<file path="src/rtl/ctrl_pkg.sv">
// ctrl_pkg: opcodes, ALU ops, FSM states and select encodings shared by the multicycle controller
package ctrl_pkg;
  localparam logic [6:0] OP_R  = 7'b0110011;
  localparam logic [6:0] OP_I  = 7'b0010011;
  localparam logic [6:0] OP_L  = 7'b0000011;
  localparam logic [6:0] OP_S  = 7'b0100011;
  localparam logic [6:0] OP_B  = 7'b1100011;
  localparam logic [6:0] OP_LU = 7'b0110111;
  localparam logic [6:0] OP_AU = 7'b0010111;
  localparam logic [6:0] OP_J  = 7'b1101111;
  localparam logic [6:0] OP_JL = 7'b1100111;
  localparam logic [3:0] ALU_ADD = 4'b0000;
  typedef enum logic [3:0] {
    S_FETCH, S_WAIT, S_DECODE, S_R_EXE, S_I_EXE, S_B_EXE, S_LU_EXE, S_AU_EXE,
    S_J_EXE, S_JL_EXE, S_S_EXE, S_S_MEM, S_L_EXE, S_L_MEM, S_L_WB, S_TRAP
  } state_e;
  typedef enum logic [2:0] {
    WB_ALU = 3'b000, WB_LOAD = 3'b001, WB_LUI = 3'b010, WB_AUIPC = 3'b011, WB_PC4 = 3'b100
  } wb_e;
  typedef enum logic [1:0] {TC_NONE = 2'b00, TC_ILLEGAL = 2'b01, TC_TIMEOUT = 2'b10} trap_cause_e;
  // Unknown opcodes map to S_TRAP; the caller decides whether traps are enabled
  function automatic state_e decode_op(input logic [6:0] op);
    case (op)
      OP_R:    return S_R_EXE;
      OP_I:    return S_I_EXE;
      OP_L:    return S_L_EXE;
      OP_S:    return S_S_EXE;
      OP_B:    return S_B_EXE;
      OP_LU:   return S_LU_EXE;
      OP_AU:   return S_AU_EXE;
      OP_J:    return S_J_EXE;
      OP_JL:   return S_JL_EXE;
      default: return S_TRAP;
    endcase
  endfunction
endpackage

</file>
<file path="src/rtl/bus_wait_timer.sv">
// bus_wait_timer: saturating up/down counter with clear, load and a compare-against-limit flag
module bus_wait_timer #(
  parameter int W = 8
) (
  input  logic         clk,
  input  logic         rst_n,
  input  logic         clr_i,
  input  logic         load_i,
  input  logic [W-1:0] val_i,
  input  logic         en_i,
  input  logic         up_i,
  input  logic [W-1:0] lim_i,
  output logic         hit_o
);
  logic [W-1:0] cnt_q, cnt_d;
  always_comb begin
    cnt_d = clr_i  ? '0
          : load_i ? val_i
          : !en_i  ? cnt_q
          : up_i   ? ((&cnt_q) ? cnt_q : cnt_q + 1'b1)
          :          ((cnt_q == '0) ? cnt_q : cnt_q - 1'b1);
  end
  always_ff @(posedge clk or negedge rst_n)
    if (!rst_n) cnt_q <= '0;
    else        cnt_q <= cnt_d;
  assign hit_o = cnt_q == lim_i;
endmodule

</file>
<file path="src/rtl/multicycle_ctrl_unit.sv">
// multicycle_ctrl_unit: RV32I multicycle control FSM with fetch wait states, bus timeout and trap reporting
module multicycle_ctrl_unit
  import ctrl_pkg::*;
#(
  parameter int unsigned FETCH_WAIT  = 1,
  parameter int unsigned BUS_TIMEOUT = 16,
  parameter bit          EN_TRAP     = 1'b1
) (
  input  logic        clk,
  input  logic        reset,
  input  logic [31:0] instrCode,
  input  logic        ready,
  output logic        PCEn,
  output logic        regFileWe,
  output logic [3:0]  aluControl,
  output logic        aluSrcMuxSel,
  output logic        dataWe,
  output logic [2:0]  RFWDSrcMuxSel,
  output logic        branch,
  output logic        jal,
  output logic        jalr,
  output logic        transfer,
  output logic        trap,
  output logic [1:0]  trapCause
);
  localparam logic [7:0] WAIT_LD = (FETCH_WAIT == 0) ? 8'd0 : 8'(FETCH_WAIT - 1);
  localparam logic [7:0] TO_LIM  = 8'(BUS_TIMEOUT - 1);
  state_e      state_q, state_d, dec_st;
  trap_cause_e cause_q, cause_d;
  logic        in_mem, hit;
  logic        unused;
  assign unused = ^{instrCode[31], instrCode[29:15], instrCode[11:7]};
  assign in_mem = state_q inside {S_S_MEM, S_L_MEM};
  assign dec_st = decode_op(instrCode[6:0]);
  // One counter serves both phases: counts down through WAIT, up through MEM
  bus_wait_timer #(.W(8)) u_tmr (
    .clk,
    .rst_n  (reset),
    .clr_i  (state_q inside {S_S_EXE, S_L_EXE}),
    .load_i (state_q == S_FETCH),
    .val_i  (WAIT_LD),
    .en_i   (state_q == S_WAIT || (in_mem && !ready)),
    .up_i   (in_mem),
    .lim_i  (in_mem ? TO_LIM : 8'd0),
    .hit_o  (hit)
  );
  always_ff @(posedge clk or negedge reset)
    if (!reset) begin
      state_q <= S_FETCH;
      cause_q <= TC_NONE;
    end else begin
      state_q <= state_d;
      cause_q <= cause_d;
    end
  always_comb begin
    state_d = state_q;
    cause_d = cause_q;
    unique case (state_q)
      S_FETCH:  state_d = (FETCH_WAIT == 0) ? S_DECODE : S_WAIT;
      S_WAIT:   state_d = hit ? S_DECODE : S_WAIT;
      S_DECODE: begin
        state_d = (dec_st == S_TRAP && !EN_TRAP) ? S_FETCH : dec_st;
        cause_d = TC_ILLEGAL;
      end
      S_S_EXE:  state_d = S_S_MEM;
      S_L_EXE:  state_d = S_L_MEM;
      S_S_MEM, S_L_MEM: begin
        state_d = ready ? ((state_q == S_S_MEM) ? S_FETCH : S_L_WB)
                : (EN_TRAP && hit) ? S_TRAP : state_q;
        cause_d = TC_TIMEOUT;
      end
      default:  state_d = S_FETCH;
    endcase
  end
  always_comb begin
    PCEn          = state_q == S_FETCH;
    regFileWe     = state_q inside {S_R_EXE, S_I_EXE, S_LU_EXE, S_AU_EXE, S_J_EXE, S_JL_EXE, S_L_WB};
    aluSrcMuxSel  = state_q inside {S_I_EXE, S_S_EXE, S_S_MEM, S_L_EXE, S_L_MEM, S_L_WB};
    dataWe        = state_q == S_S_MEM;
    branch        = state_q == S_B_EXE;
    jal           = state_q inside {S_J_EXE, S_JL_EXE};
    jalr          = state_q == S_JL_EXE;
    transfer      = in_mem;
    trap          = state_q == S_TRAP;
    trapCause     = (state_q == S_TRAP) ? cause_q : TC_NONE;
    RFWDSrcMuxSel = (state_q == S_LU_EXE) ? WB_LUI
                  : (state_q == S_AU_EXE) ? WB_AUIPC
                  : (state_q inside {S_J_EXE, S_JL_EXE}) ? WB_PC4
                  : (state_q inside {S_L_EXE, S_L_MEM, S_L_WB}) ? WB_LOAD
                  : WB_ALU;
    aluControl    = (state_q inside {S_JL_EXE, S_S_EXE, S_L_EXE}) ? ALU_ADD
                  : {instrCode[30] & (state_q != S_I_EXE || instrCode[14:12] == 3'b101), instrCode[14:12]};
  end
endmodule

</file>
<file path="config.mk">
export PLATFORM = sky130hd
export DESIGN_NAME = multicycle_ctrl_unit
export DESIGN_NICKNAME = d
export VERILOG_FILES = /design/src/rtl/ctrl_pkg.sv /design/src/rtl/bus_wait_timer.sv /design/src/rtl/multicycle_ctrl_unit.sv
export SDC_FILE = /design/constraint.sdc
export NUM_CORES = 1
export LEC_CHECK = 0
export CORE_MARGIN = 4
export CORE_UTILIZATION = 45
export CTS_CLUSTER_DIAMETER = 120
export DETAILED_ROUTE_END_ITERATION = 16
export GPL_ROUTABILITY_DRIVEN = 0
export MAX_ROUTING_LAYER = met4
export PLACE_DENSITY = 0.8
export SYNTH_ARGS = -nofsm -noshare
export SYNTH_HDL_FRONTEND = slang
export SYNTH_SLANG_ARGS = --single-unit
</file>
<file path="constraint.sdc">
create_clock -name clk -period 6.6 [get_ports clk]
set_clock_uncertainty 0.2 [all_clocks]
set_input_delay 1.32 -clock clk [delete_from_list [all_inputs] [get_ports clk]]
set_output_delay 1.32 -clock clk [all_outputs]
set_load 0.03 [all_outputs]
</file>
# Word level (Yosys, flattened, before mapping)
# Cells that the tools add are included.
# Widths: inputs -> output; s select.
# word_totals
ff_bits,14
latchBits,0
mem_bits_rw,0
rom_bits,0
input_bits,35
output_inout_bits,18
word_cells,74
n_memories,0
# classes
n_addsub,2
n_mul,0
n_div,0
magnitude_cmp,0
n_eq_ne,30
n_shift,0
n_mux,20
n_bitwise,1
n_reduce_logical,18
# op_table
cell,n
$mux 8,6
$pmux 4 s9,1
$eq 4x4->1 const B,8
$pmux 4 s6,1
$eq 7x6->1 const B,3
$eq 7x7->1 const B,3
$mux 4,5
$eq 4x3->1 const B,4
$eq 7x5->1 const B,2
$mux 3,3
$reduce_bool 3->1,3
$add 8x1->8 const B,1
$eq 4x2->1 const B,2
$eq 8x4->1,1
$logic_not 8->1,1
$ne 4x2->1 const B,2
$reduce_and 8->1,1
$reduce_bool 2->1,4
$sub 8x1->8 const B,1
$eq 7x2->1 const B,1
$reduce_bool 7->1,1
$reduce_bool 6->1,1
$eq 4x1->1 const B,1
$logic_not 4->1,1
other kinds (12),14

# Logic depth before layout (Yosys ltp)
# depth
depth_word,7
ltp_mapped,12

# Hierarchy
# Synthesis repeated with hierarchy kept, for this count alone.
# unflattened
hier_cells,210
hier_area_um2,1650.3
# modules_own_cells
mod,instances,cells_each,area_each_um2,seq_area_each_um2
bus_wait_timer,1,105,935.9,200.2
multicycle_ctrl_unit,1,105,714.4,150.1

# Least setup slack after synthesis
# No wires, ideal clock.
# synth_timing
kind,input -> output
from,input port instrCode[13]
to,output port aluControl[3]
arrival_ns,2.337
slack_ns,2.743
cell_stages,2
path_cell_list,or4bb_1 -> a31oi_1
# synth_via
elab_chain_cells,4
# synth_lines
element,line_no,source
"start, declared",multicycle_ctrl_unit.sv:11,"input logic [31:0] instrCode,"
$eq 3x3->1,multicycle_ctrl_unit.sv:92,": {instrCode[30] & (state_q != S_I_EXE || instrCode[14:12] == 3'b101), instrCode[14:12]};"
$logic_or 1x1->1,multicycle_ctrl_unit.sv:92,
$and 1x1->1,multicycle_ctrl_unit.sv:92,
$mux 4,multicycle_ctrl_unit.sv:91,"aluControl = (state_q inside {S_JL_EXE, S_S_EXE, S_L_EXE}) ? ALU_ADD"
"end, declared",multicycle_ctrl_unit.sv:15,"output logic [3:0] aluControl,"
# No other way between the ends.

# Worst setup path after layout
# layout_timing
from,input port instrCode[12]
to,output port aluControl[3]
# The elaborated chain is that of the path after synthesis.

==> out/results.ini <==
[status]
status=complete, no violations

[placed_design]
port_buffers=31
dpl.hpwl_um=2670

[timing]
fin_hold_ws_ps=342.4
final_hold_viol_count=0
slew_viol_final=0
finalSetupTns_ps=0
fmax_mhz=215.7
rsz0062_at_grt=false
worst_pin_slew_ps=813.5
slew_headroom_pct=45.27
period_share_pct=70.25
setup_viol=0
min_period_ps=4637

[clock_tree]
ctsHoldBuffers=0
cts.reportedPaths.clkPinSlew_ps=80
cts_made_buffers=3
htreeDepth=1
ctsLongestPathBuffers=2
clk_latency_ps=280
cts-resized-gates=0
postCtsSetupBuffers=0
clock-root-buffer=clkbuf_4
cts_sinks=14
cts_tree=done

[critical_path]
cp.arrival_ps=3120
worst-path-buf-inv=2
cpMaxStageDelayCell=clkdlybuf4s50_1
path_cells=clkdlybuf4s50_1 -> or4bb_1 -> a31oi_1 -> clkdlybuf4s50_1
cpLargestDelayFamily=buffers and inverters
crit_fanout=2
slowest_delay_ps=690
crit_type=in2out
startpoint_type=input port
worstSetupEndpointType=output port
crit_top_cell=clkdlybuf4s50_1
required_ps=5080

[drt]
drc=0
via_count=1509
wl_um=3520
drtAntennaViolNets=0
vias_per_cell=5.652
avgRoutedWirePerCell_um=13.18
drt_first_pass_iters=4
first_iter_violations=78

[pwr]
ir_worst_vdd_mv=0.1800
power_density_mw_per_mm2=322.7
p_leak_uw=0.0007172

[global_route]
grt_pass1_wl_um=6147
grt_pass1_vias=1359
gr-total-overflow=0
antenna_found_initial=0
grt_usage_pct=18.14
grt_max_degree=25

[layout]
nFillCells=300
drive_gt1_share_pct=4.933
area_growth_pct=23.25
final_nets=264
diodes=0

[die]
initial_core_util_pct=47.72
fp.dieH_um=65.14
io_pins=53
fp.dieW_um=65.14
coreArea_mm2=0.003078
die_area_mm2=0.004243
rows=20

[synthesis]
synthesis.area_mm2=0.001469
synth.distinct_cells=56
ys.flop_type=dfrtp_1
synth.avg_cell_area_um2=7.381
yosysSeqAreaShare_pct=23.85
synth_top_area_share_pct=23.85
synth-async-reset-ratio_pct=100.0
ys_seq_elements=14
ys_warn_count=0
syn_nets=238
synth_edf_count=0
synth_area_leader_cell=dfrtp_1
syn_inst=199
synth_area_leaders=dfrtp_1 24%, nor2_1 6.6%, a21oi_1 5.1%

[flow_run]
drv_cap=0

[worst_hold_path]
hold_class=reg2reg

[cells by family (layout without fill, tap and decap cells)]
group                      after synthesis  in the layout  synth area share (%)
DFF                                     14             14                 23.85
muxes                                    2              2                 1.448
AOI/OAI and AO/OA                       61             61                 28.45
buffers and inverters                   18             42                 5.196
xor gates and xnor gates                 9              9                 5.367
adders and majority gates                4              4                 3.407
and+or+nand+nor                         91             91                 32.28
[report_power, final]
| part | total, µW | switching (µW) | internal (µW) |
|---|---|---|---|
| Combinational | 367 | 199 | 168 |
| Sequential | 170 | 53.8 | 117 |
| Clock | 46.9 | 25.7 | 21.2 |
| Total | 584 | 279 | 305 |
[placed cells by master (no fill, tap or decap), types with 3 or more instances in the layout]
| cell | Yosys | layout |
|---|---|---|
| clkdlybuf4s50_1 | 0 | 31 |
| nor2_1 | 26 | 26 |
| nand2_1 | 17 | 17 |
| o21ai_0 | 15 | 15 |
| a21oi_1 | 15 | 15 |
| dfrtp_1 | 14 | 14 |
| and2_1 | 8 | 8 |
| xnor2_1 | 7 | 7 |
| inv_1 | 7 | 7 |
| nor2b_1 | 6 | 6 |
| nor3_1 | 4 | 4 |
| or3_1 | 4 | 4 |
| ha_1 | 4 | 4 |
| or2_2 | 3 | 3 |
| a31oi_1 | 3 | 3 |
| nand3b_1 | 3 | 3 |
| nand4_1 | 3 | 3 |
| o22ai_1 | 3 | 3 |
| nand3_1 | 3 | 3 |
| clkbuf_4 | 0 | 3 |
[metrics by stage]
step	std cells	worst slack [ps]	utilization, %	area, µm²	power [µW]
after floorplan	199	2743	-	1469	450.0
after global placement	264	1962	58.09	1788	528.5
after global routing	267	1895	58.82	1810	643.0
after CTS	267	1960	58.82	1810	584.0
final	267	1963	58.82	1810	584.3
after detailed placement	264	1970	58.09	1788	533.7
[per-layer routing]
| metal | vias to the layer above | GRT usage (%) | share of wire (%) | wire length, µm |
|---|---|---|---|---|
| met1 | 700 | 25.40 | 50 | 1749 |
| met5 | - | - | 0 | 0 |
| li1 | 779 | - | - | - |
| met2 | 28 | 27.84 | 45 | 1599 |
| met4 | 0 | 2.332 | 0.40 | 14 |
| met3 | 2 | 3.932 | 4.4 | 156 |
[worst min-delay path, cell delays in order, from the launching register on]
cell	delay, ps
dfrtp_1	350
inv_1	50
o22ai_1	90
[final timing paths]
kind	from	endpoint	slack (ps)	cells past startpoint
max	instrCode[12]	aluControl[3]	1960	4
min	cause_q[0]$_DFFE_PN0P_	cause_q[0]$_DFFE_PN0P_	340	2
max reg2reg	state_q[2]$_DFFE_PN0P_	u_tmr.cnt_q[6]$_DFFE_PN0P_	2990	11
min reg2reg	cause_q[0]$_DFFE_PN0P_	cause_q[0]$_DFFE_PN0P_	340	2
max in group asynchronous	reset	u_tmr.cnt_q[1]$_DFFE_PN0P_	4570	1
min in group asynchronous	reset	cause_q[0]$_DFFE_PN0P_	1220	1
[area by class of cell]
| class | count | area [µm²] | share of cell area (%) |
|---|---|---|---|
| inverter | 8 | 30.03 | 1.659 |
| timing repair buffer | 31 | 310.3 | 17.14 |
| sequential | 14 | 350.3 | 19.35 |
| clock buffer | 3 | 22.52 | 1.244 |
| multi-input combinational | 167 | 1042 | 57.57 |
| tap | 44 | 55.05 | 3.041 |
[flip-flops by register name (all words and copies together) (netlist names)]
name         flops
state_q          4
u_tmr.cnt_q      8
cause_q          2
[cell usage after synthesis (all sizes together) (2+ instances only)]
library cell  instances
dfrtp                14
a211oi                2
o21ai                15
inv                   8
a21boi                2
a21oi                15
nor2                 26
nor4                  2
clkbuf                7
nand2b                2
nor3                  4
nand4                 3
a21o                  2
o311ai                2
a31oi                 3
nor2b                 6
nand3                 3
xor2                  2
nand2                18
o22ai                 3
ha                    4
xnor2                 7
or2                   4
a311o                 2
nor4b                 2
o21a                  2
or3                   4
nand3b                3
buf                   3
and2                  8
(Power assumes the default switching activity.)
